## src/rtl/decode_queue.sv

```systemverilog
// RV32I/RV64I (+optional M) instruction decoder feeding a DEPTH-entry FIFO.
// Fetch pushes raw words; issue pops fully decoded entries in order.
module decode_queue #(
  parameter int XLEN  = 32,
  parameter int DEPTH = 2,
  parameter int EN_M  = 0,
  parameter int CNT_W = 16
) (
  input  logic             clk,
  input  logic             rst,
  input  logic             flush,
  input  logic             in_valid,
  output logic             in_ready,
  input  logic [31:0]      in_instr,
  input  logic [XLEN-1:0]  in_pc,
  output logic             out_valid,
  input  logic             out_ready,
  output logic [XLEN-1:0]  out_pc,
  output logic [1:0]       out_unit,
  output logic [2:0]       out_sub_unit,
  output logic [3:0]       out_sel,
  output logic [2:0]       out_imm_type,
  output logic [XLEN-1:0]  out_imm,
  output logic [4:0]       out_rd,
  output logic [4:0]       out_rs1,
  output logic [4:0]       out_rs2,
  output logic             out_word,
  output logic             out_illegal,
  output logic [CNT_W-1:0] illegal_cnt
);

  // Handshake: a transfer happens on a side in any cycle where its valid and
  // ready are both high; in_ready comes from registered occupancy only.

  localparam bit RV64  = (XLEN == 64);
  localparam int PTR_W = (DEPTH > 1) ? $clog2(DEPTH) : 1;
  localparam int CNT_B = $clog2(DEPTH + 1);

  localparam logic [2:0] IMM_NONE = 3'd0;
  localparam logic [2:0] IMM_I    = 3'd1;
  localparam logic [2:0] IMM_S    = 3'd2;
  localparam logic [2:0] IMM_B    = 3'd3;
  localparam logic [2:0] IMM_U    = 3'd4;
  localparam logic [2:0] IMM_J    = 3'd5;

  typedef struct packed {
    logic [XLEN-1:0] pc;
    logic [1:0]      unit;
    logic [2:0]      sub_unit;
    logic [3:0]      sel;
    logic [2:0]      imm_type;
    logic [XLEN-1:0] imm;
    logic [4:0]      rd;
    logic [4:0]      rs1;
    logic [4:0]      rs2;
    logic            word;
    logic            illegal;
  } entry_t;

  function automatic logic [XLEN-1:0] sext32(input logic [31:0] v);
    logic signed [31:0] s;
    s = v;
    return XLEN'(s);
  endfunction

  function automatic logic [PTR_W-1:0] next_ptr(input logic [PTR_W-1:0] p);
    return (p == PTR_W'(DEPTH - 1)) ? '0 : p + 1'b1;
  endfunction

  // ---------------- decode ----------------
  logic [6:0] opc;
  logic [2:0] f3;
  logic [6:0] f7;
  logic       op32;
  logic       is_srl;
  logic       sh_ok;
  logic       ill;
  logic [1:0] unit;
  logic [2:0] sub;
  logic [3:0] sel;
  logic [2:0] immt;
  logic       use_rd, use_rs1, use_rs2, word;
  entry_t     dec;

  assign opc    = in_instr[6:0];
  assign f3     = in_instr[14:12];
  assign f7     = in_instr[31:25];
  assign op32   = opc[3];
  assign is_srl = (f3 == 3'd5);

  // RV64 immediate shifts have a 6-bit shamt, so only funct6 is fixed.
  always_comb begin
    sh_ok = 1'b0;
    if (op32 || !RV64)
      sh_ok = (f7 == 7'b0000000) || (is_srl && f7 == 7'b0100000);
    else
      sh_ok = (in_instr[31:26] == 6'b000000) || (is_srl && in_instr[31:26] == 6'b010000);
  end

  always_comb begin
    ill = 1'b0; unit = 2'd0; sub = 3'd0; sel = 4'd0; immt = IMM_NONE;
    use_rd = 1'b0; use_rs1 = 1'b0; use_rs2 = 1'b0; word = 1'b0;
    case (opc)
      7'b0110111: begin immt = IMM_U; use_rd = 1'b1; end
      7'b0010111: begin sel = 4'd1; immt = IMM_U; use_rd = 1'b1; end
      7'b1101111: begin sel = 4'd2; immt = IMM_J; use_rd = 1'b1; end
      7'b1100111: begin
        sel = 4'd3; immt = IMM_I; use_rd = 1'b1; use_rs1 = 1'b1;
        ill = (f3 != 3'd0);
      end
      7'b1100011: begin
        sub = 3'd1; immt = IMM_B; use_rs1 = 1'b1; use_rs2 = 1'b1;
        case (f3)
          3'd0: sel = 4'd0;
          3'd1: sel = 4'd1;
          3'd4: sel = 4'd2;
          3'd5: sel = 4'd3;
          3'd6: sel = 4'd4;
          3'd7: sel = 4'd5;
          default: ill = 1'b1;
        endcase
      end
      7'b0000011: begin
        unit = 2'd1; immt = IMM_I; use_rd = 1'b1; use_rs1 = 1'b1;
        case (f3)
          3'd0: sel = 4'd0;
          3'd1: sel = 4'd1;
          3'd2: sel = 4'd2;
          3'd4: sel = 4'd3;
          3'd5: sel = 4'd4;
          3'd6: begin sel = 4'd5; ill = !RV64; end
          3'd3: begin sel = 4'd6; ill = !RV64; end
          default: ill = 1'b1;
        endcase
      end
      7'b0100011: begin
        unit = 2'd1; sub = 3'd1; immt = IMM_S; use_rs1 = 1'b1; use_rs2 = 1'b1;
        case (f3)
          3'd0, 3'd1, 3'd2: sel = {1'b0, f3};
          3'd3: begin sel = 4'd3; ill = !RV64; end
          default: ill = 1'b1;
        endcase
      end
      7'b0010011, 7'b0011011: begin
        immt = IMM_I; use_rd = 1'b1; use_rs1 = 1'b1; word = op32;
        ill = op32 && !RV64;
        case (f3)
          3'd0: sub = 3'd2;
          3'd1: begin sub = 3'd4; ill = ill || !sh_ok; end
          3'd5: begin sub = 3'd4; sel = in_instr[30] ? 4'd2 : 4'd1; ill = ill || !sh_ok; end
          3'd2: begin sub = 3'd3; sel = 4'd0; ill = ill || op32; end
          3'd3: begin sub = 3'd3; sel = 4'd1; ill = ill || op32; end
          3'd4: begin sub = 3'd3; sel = 4'd2; ill = ill || op32; end
          3'd6: begin sub = 3'd3; sel = 4'd3; ill = ill || op32; end
          default: begin sub = 3'd3; sel = 4'd4; ill = ill || op32; end
        endcase
      end
      7'b0110011, 7'b0111011: begin
        use_rd = 1'b1; use_rs1 = 1'b1; use_rs2 = 1'b1; word = op32;
        ill = op32 && !RV64;
        if (f7 == 7'b0000001) begin
          sub = 3'd5; sel = {1'b0, f3};
          if (EN_M == 0) ill = 1'b1;
          if (op32 && (f3 == 3'd1 || f3 == 3'd2 || f3 == 3'd3)) ill = 1'b1;
        end else if (f7 == 7'b0000000) begin
          case (f3)
            3'd0: sub = 3'd2;
            3'd1: sub = 3'd4;
            3'd5: begin sub = 3'd4; sel = 4'd1; end
            3'd2: begin sub = 3'd3; sel = 4'd0; ill = ill || op32; end
            3'd3: begin sub = 3'd3; sel = 4'd1; ill = ill || op32; end
            3'd4: begin sub = 3'd3; sel = 4'd2; ill = ill || op32; end
            3'd6: begin sub = 3'd3; sel = 4'd3; ill = ill || op32; end
            default: begin sub = 3'd3; sel = 4'd4; ill = ill || op32; end
          endcase
        end else if (f7 == 7'b0100000) begin
          case (f3)
            3'd0: begin sub = 3'd2; sel = 4'd1; end
            3'd5: begin sub = 3'd4; sel = 4'd2; end
            default: ill = 1'b1;
          endcase
        end else begin
          ill = 1'b1;
        end
      end
      7'b0001111: begin
        unit = 2'd3;
        case (f3)
          3'd0: sub = 3'd0;
          3'd1: sub = 3'd1;
          default: ill = 1'b1;
        endcase
      end
      7'b1110011: begin
        if (f3 == 3'd0) begin
          unit = 2'd3;
          if (in_instr[11:7] != 5'd0 || in_instr[19:15] != 5'd0) ill = 1'b1;
          if (in_instr[31:20] == 12'd0)      sub = 3'd2;
          else if (in_instr[31:20] == 12'd1) sub = 3'd3;
          else                               ill = 1'b1;
        end else if (f3 == 3'd4) begin
          ill = 1'b1;
        end else begin
          unit = 2'd2; sub = {2'b00, f3[2]}; sel = {2'b00, f3[1:0] - 2'd1};
          immt = IMM_I; use_rd = 1'b1; use_rs1 = 1'b1;
        end
      end
      default: ill = 1'b1;
    endcase
  end

  always_comb begin
    dec          = '0;
    dec.pc       = in_pc;
    dec.illegal  = ill;
    if (!ill) begin
      dec.unit     = unit;
      dec.sub_unit = sub;
      dec.sel      = sel;
      dec.imm_type = immt;
      dec.word     = word;
      dec.rd       = use_rd  ? in_instr[11:7]  : 5'd0;
      dec.rs1      = use_rs1 ? in_instr[19:15] : 5'd0;
      dec.rs2      = use_rs2 ? in_instr[24:20] : 5'd0;
      case (immt)
        IMM_I:   dec.imm = sext32({{20{in_instr[31]}}, in_instr[31:20]});
        IMM_S:   dec.imm = sext32({{20{in_instr[31]}}, in_instr[31:25], in_instr[11:7]});
        IMM_B:   dec.imm = sext32({{19{in_instr[31]}}, in_instr[31], in_instr[7],
                                   in_instr[30:25], in_instr[11:8], 1'b0});
        IMM_U:   dec.imm = sext32({in_instr[31:12], 12'b0});
        IMM_J:   dec.imm = sext32({{11{in_instr[31]}}, in_instr[31], in_instr[19:12],
                                   in_instr[20], in_instr[30:21], 1'b0});
        default: dec.imm = '0;
      endcase
    end
  end

  // ---------------- FIFO ----------------
  entry_t             mem_q [DEPTH];
  logic [PTR_W-1:0]   wr_ptr_q, wr_ptr_d, rd_ptr_q, rd_ptr_d;
  logic [CNT_B-1:0]   count_q, count_d;
  logic [CNT_W-1:0]   illegal_cnt_q, illegal_cnt_d;
  logic               push, pop;
  entry_t             head;

  assign in_ready  = !rst && (count_q < CNT_B'(DEPTH));
  assign out_valid = (count_q != '0);
  assign push      = in_valid && in_ready && !flush;
  assign pop       = out_valid && out_ready;

  always_comb begin
    count_d       = count_q;
    wr_ptr_d      = wr_ptr_q;
    rd_ptr_d      = rd_ptr_q;
    illegal_cnt_d = illegal_cnt_q;
    if (push) wr_ptr_d = next_ptr(wr_ptr_q);
    if (pop)  rd_ptr_d = next_ptr(rd_ptr_q);
    case ({push, pop})
      2'b10:   count_d = count_q + 1'b1;
      2'b01:   count_d = count_q - 1'b1;
      default: count_d = count_q;
    endcase
    if (push && dec.illegal && illegal_cnt_q != '1) illegal_cnt_d = illegal_cnt_q + 1'b1;
    if (flush) begin
      count_d  = '0;
      wr_ptr_d = '0;
      rd_ptr_d = '0;
    end
  end

  always_ff @(posedge clk) begin
    if (rst) begin
      count_q       <= '0;
      wr_ptr_q      <= '0;
      rd_ptr_q      <= '0;
      illegal_cnt_q <= '0;
    end else begin
      count_q       <= count_d;
      wr_ptr_q      <= wr_ptr_d;
      rd_ptr_q      <= rd_ptr_d;
      illegal_cnt_q <= illegal_cnt_d;
    end
  end

  // Payload storage needs no reset: the head is masked whenever count is 0.
  always_ff @(posedge clk) begin
    if (push) mem_q[wr_ptr_q] <= dec;
  end

  assign head         = out_valid ? mem_q[rd_ptr_q] : '0;
  assign out_pc       = head.pc;
  assign out_unit     = head.unit;
  assign out_sub_unit = head.sub_unit;
  assign out_sel      = head.sel;
  assign out_imm_type = head.imm_type;
  assign out_imm      = head.imm;
  assign out_rd       = head.rd;
  assign out_rs1      = head.rs1;
  assign out_rs2      = head.rs2;
  assign out_word     = head.word;
  assign out_illegal  = head.illegal;
  assign illegal_cnt  = illegal_cnt_q;

endmodule

```

## config.mk

```make
export PLATFORM = sky130hd
export DESIGN_NAME = decode_queue
export DESIGN_NICKNAME = d
export VERILOG_FILES = /design/src/rtl/decode_queue.sv
export SDC_FILE = /design/constraint.sdc
export NUM_CORES = 1
export LEC_CHECK = 0
export CORE_MARGIN = 10
export CORE_UTILIZATION = 30
export DETAILED_ROUTE_END_ITERATION = 16
export GPL_ROUTABILITY_DRIVEN = 0
export HOLD_SLACK_MARGIN = 0.02
export PLACE_DENSITY = 0.58
export SYNTH_ARGS = -nofsm -noshare
export SYNTH_HDL_FRONTEND = slang
export SYNTH_SLANG_ARGS = --single-unit
```

## constraint.sdc

```tcl
create_clock -name clk -period 17.4 [get_ports clk]
set_input_delay 4.35 -clock clk [delete_from_list [all_inputs] [get_ports clk]]
set_output_delay 4.35 -clock clk [all_outputs]
set_load 0.005 [all_outputs]
```

; ---- After elaboration in Yosys (flattened, before gate mapping)
; Memory sizes are Yosys's and may differ from the RTL's. A register that Yosys moved wholly into a read port is not among the register bits.
; Index checks and enable logic that the tools add are counted.
[op_classes]
addsub = 6
n_lt_le_gt_ge = 1
n_eq_ne = 31
muxes = 64
reduce_logical = 40
[op_table]
columns = op, n
row1 = $pmux 32 s5, 1
row2 = $mux 93, 1
row3 = $mux 60, 1
row4 = $pmux 3 s5, 3
row5 = $pmux 3 s6, 2
row6 = $pmux 4 s9, 1
row7 = $eq 7x6->1 const B, 5
row8 = $eq 7x7->1 const B, 4
row9 = $mux 1, 28
row10 = $eq 7x5->1 const B, 3
row11 = $reduce_or 2->1, 10
row12 = $eq 3x3->1 const B, 6
row13 = $pmux 3 s2, 3
row14 = $add 16x1->16 const B, 1
row15 = $mux 2, 8
row16 = $ne 16x16->1 const B, 1
row17 = $mux 5, 3
row18 = $eq 12x1->1 const B, 1
row19 = $eq 3x2->1 const B, 4
row20 = $logic_not 12->1, 1
row21 = $mux 3, 4
row22 = $pmux 3 s4, 1
row23 = $reduce_or 4->1, 3
row24 = $reduce_bool 5->1, 2
row25 = 27 further kinds, 45
[word_totals]
register_bits = 20
mem_bits_rw = 186
inputBits = 69
output_inout_bits = 111
word_cells = 147
n_memories = 1
[memory_table]
columns = memory, words, width, read_ports, rd_clocked_by_memory_dff, wr, line_no
row1 = mem_q, 2, 93, 1, 1, 1, 239  ; entry_t mem_q [DEPTH];

; ---- Depth between registers and ports, before layout
[depth]
depth_word = 9
mapped_depth = 11
depth_no_buf = 8

; ---- Worst setup path before layout
; Ideal clock, no wire load.
[synth_timing]
path_type = input to register
from = in rst
to = mem mem_q[0][0] (netlist name), enable pin
setup_time_ns = 0.543
arrival_time_ns = 9.144
t_required_ns = 16.857
slack_ns = 7.713
cell_stages = 5
n_path_buf = 2
path_cell_list = buf_2 > nor4b_1 > clkbuf_1 > inv_1 > nor2_1
[synth_via]
elab_chain_cells = 6
[synth_lines]
columns = item, line_no
row1 = "start, declared", 10  ; input logic rst,
row2 = $logic_not 1->1, 246  ; assign in_ready = !rst && (count_q < CNT_B'(DEPTH));
row3 = $logic_and 1x1->1, 246
row4 = $logic_and 1x1->1 (2 in a row), 248  ; assign push = in_valid && in_ready && !flush;
row5 = $mux 1, 287  ; if (push) mem_q[wr_ptr_q] <= dec;
row6 = $mux 1 (implied by the code), 287
row7 = "end, declared", 239
; Every way passes these cells.

; ---- Worst setup path in the final report
[layout_timing]
from = in rst
to = out in_ready
[layout_via]
elab_chain_cells = 2
[layout_lines]
columns = item, line_no
row1 = $logic_not 1->1, 246
row2 = $logic_and 1x1->1, 246
row3 = "end, declared", 13  ; output logic in_ready,
; Every way passes these cells.

==> impl_metrics.json <==
{
  "grt_use_total_pct": 12.7,
  "core_sq_um": 31400,
  "first_pass_iters": 5,
  "cp_slowest_cell": "clkdlybuf4s50_1",
  "swShare_pct": 20.9,
  "layout.nets": 1014,
  "dpl-instance-area_sq_um": 11600,
  "initial_core_util_pct": 30.2,
  "cts_tree": "yes",
  "drive_gt1_share_pct": 6.46,
  "grt_use_met2_pct": 20.1,
  "grt_max_degree": 93,
  "routed_via_density": 4.91,
  "timing.final.crit_share_pct": 56.9,
  "final.min_clock_period_ps": 9900,
  "r2r_setup_slack_ps": 14390,
  "vias": 6708,
  "wl_per_cell_microns": 18.8,
  "ys_types": 70,
  "yosysWarnings": 0,
  "fmax_mhz": 101,
  "cp.required_ps": 13050,
  "hpwl_mm": 17.4,
  "area_delta_synth_final_pct": 31.4,
  "grtUsageMet3_pct": 4.01,
  "pre_cts_ws_ps": 7480,
  "switchingPower_mw": 0.238,
  "setup_viol": 0,
  "cp_max_fo": 17,
  "end_kind": "output port",
  "peakVddDrop_v": 0.0000601,
  "power_per_cell_area_nw_per_um2": 91.7,
  "hp-start": "illegal_cnt[5]",
  "status": "complete, no violations",
  "syn_inst": 780,
  "dpl.cell_count": 1319,
  "fin_ws_ps": 7500,
  "wl_mm": 25.6,
  "slew_headroom_pct": 32.4,
  "clock_latency_ps": 520,
  "synth_seq_cells": 205,
  "p_int_mw": 0.903,
  "power_frac_seq_pct": 47.8,
  "hold_buffers": 0,
  "hold_end": "illegal_cnt[5]",
  "instances_no_fill": 1366,
  "path_cells": "clkdlybuf4s50_1, buf_4, nor2_1, clkdlybuf4s50_1",
  "hold_viol": 0,
  "crit_start": "rst",
  "gr-total-overflow": 0,
  "syn_area_per_cell_sq_um": 12.1,
  "slew_violations": 0,
  "critical_path.startpoint_type": "primary input",
  "drt-initial-drc-count": 418,
  "use_met1_pct": 16.5,
  "layout.cell_area.non_filler_sq_um": 12400,
  "grt_most_used_layer": "met2",
  "cts_made_buffers": 24,
  "rsz0062_at_grt": "false",
  "leakagePower_nw": 3.71,
  "min_path_type": "reg -> reg",
  "cpMostUsedCell": "clkdlybuf4s50_1",
  "clock_power_share_pct": 45.6,
  "async_flop_share_pct": 0,
  "fin_skew_ps": 13.2,
  "drv_cap": 0,
  "utilization_pct": 39.7,
  "ys_seq_area_share_pct": 62.7,
  "synthFlopType": "edfxtp_1",
  "die_w_microns": 198,
  "reg2reg_from": "count_q[1]",
  "drcViolationCount": 0,
  "syn-cell-area_sq_um": 9480,
  "hold_slack_ps": 498,
  "cpPeakStageDelay_ps": 500,
  "die_area_sq_um": 39100,
  "combPwrFrac_pct": 6.6,
  "die_y_microns": 198,
  "antenna_left": 0,
  "grt_pass1_vias": 6536,
  "cts_root_buffer": "clkbuf_16",
  "cts_max_path_buffers": 3,
  "cts-resized-gates": 0,
  "finalSetupTns_ps": 0,
  "cts_setup_buffers": 0,
  "antenna_found_initial": 6,
  "whs_path_depth": 2,
  "clk_pin_slew_ps": 60,
  "htreeDepth": 1,
  "worstMarginPinSlew_ps": 1010,
  "rows": 65,
  "p_total_mw": 1.14,
  "clock_sinks": 205,
  "port_buffers": 178,
  "synth_edf_count": 184,
  "arrival_ps": 5550,
  "worstRegToRegCells": 5,
  "grt_pass1_wl_mm": 38.8,
  "ios": 180,
  "critPathKind": "in -> out",
  "reg2reg_to": "mem_q[0][56]"
}
[critical path: cells and delay by family]
family                 cells  cell delay [ps]
AND/OR/NAND/NOR            1              100
buffers and inverters      3             1100
[cell usage in the layout (no fill, tap or decap), drive strengths merged, types with 5 or more instances in the layout]
master	count
o22ai	6
buf	7
inv	16
nor3	14
mux2i	93
and3	9
a22oi	5
nor4	7
edfxtp	184
o21ai	16
nand4	6
o31ai	9
a21oi	51
nand3	12
clkbuf	27
nand2b	6
xnor2	5
clkdlybuf4s50	178
nor2	129
and2	21
nand2	50
dfxtp	21
clkinv	11
bufinv	5
o211ai	6
[how the worst max path moves through the flow]
stage | end | cells past startpoint
floorplan | mem_q[0][0] | 5
global placement | in_ready | 4
detailed placement | in_ready | 4
CTS | in_ready | 4
global route | in_ready | 4
finish | in_ready | 4
[logic make-up after synthesis]
family	after synthesis	synth area share (%)
compound gates	125	8.83
buf+inv	66	3.16
fa+ha+maj	2	0.264
xor+xnor	8	0.739
mux	93	9.82
simple gates	280	14.4
other cells	1	0.0396
flops	205	62.7
[layer usage]
| metal | part of all wire (%) | up-vias |
|---|---|---|
| met5 | 0.051 | - |
| li1 | - | 3223 |
| met1 | 43 | 3233 |
| met3 | 9.0 | 30 |
| met4 | 1.6 | 2 |
| met2 | 46 | 220 |
[flip-flops by register name, indices dropped and copies added (netlist names), named ones only]
name,flops
mem_q,184
count_q,2
rd_ptr_q,1
illegal_cnt,16
wr_ptr_q,1
[power by group through the flow]
stage                     Sequential (mW)  Combinational [mW]  Clock [mW]
after floorplan                     0.555              0.0342           0
after global placement              0.555              0.0751           0
after detailed placement            0.555              0.0758           0
after CTS                           0.545              0.0760       0.536
after global routing                0.546              0.0820       0.557
final                               0.545              0.0751       0.521
[cell type report]
| type | count | area [sq um] |
|---|---|---|
| Fill cell | 3039 | 18900 |
| Sequential cell | 205 | 5950 |
| Multi-Input combinational cell | 511 | 3270 |
| Timing Repair Buffer | 185 | 1830 |
| Clock buffer | 27 | 612 |
| Tap cell | 402 | 503 |
| Clock inverter | 16 | 209 |
| Inverter | 16 | 62.6 |
| Antenna cell | 4 | 10.0 |
[synth_stat cells, types with 5 or more instances]
cell / n / area [sq um]
buf_2: 12 / 60.1
a21oi_1: 49 / 245
and2_1: 20 / 125
nor2_1: 127 / 477
mux2i_1: 93 / 931
buf_4: 5 / 37.5
nand2b_1: 6 / 37.5
nor4_1: 7 / 43.8
nand2_1: 50 / 188
dfxtp_1: 21 / 420
o211ai_1: 5 / 37.5
o21ai_0: 14 / 70.1
clkbuf_1: 27 / 101
o22ai_1: 6 / 37.5
edfxtp_1: 184 / 5530
nand4_1: 6 / 37.5
xnor2_1: 5 / 43.8
nor3_1: 14 / 70.1
nand3_1: 12 / 60.1
and3_1: 9 / 56.3
a22oi_1: 5 / 37.5
inv_1: 15 / 56.3
o31ai_1: 9 / 67.6
Power figures use the tool's default switching activity.
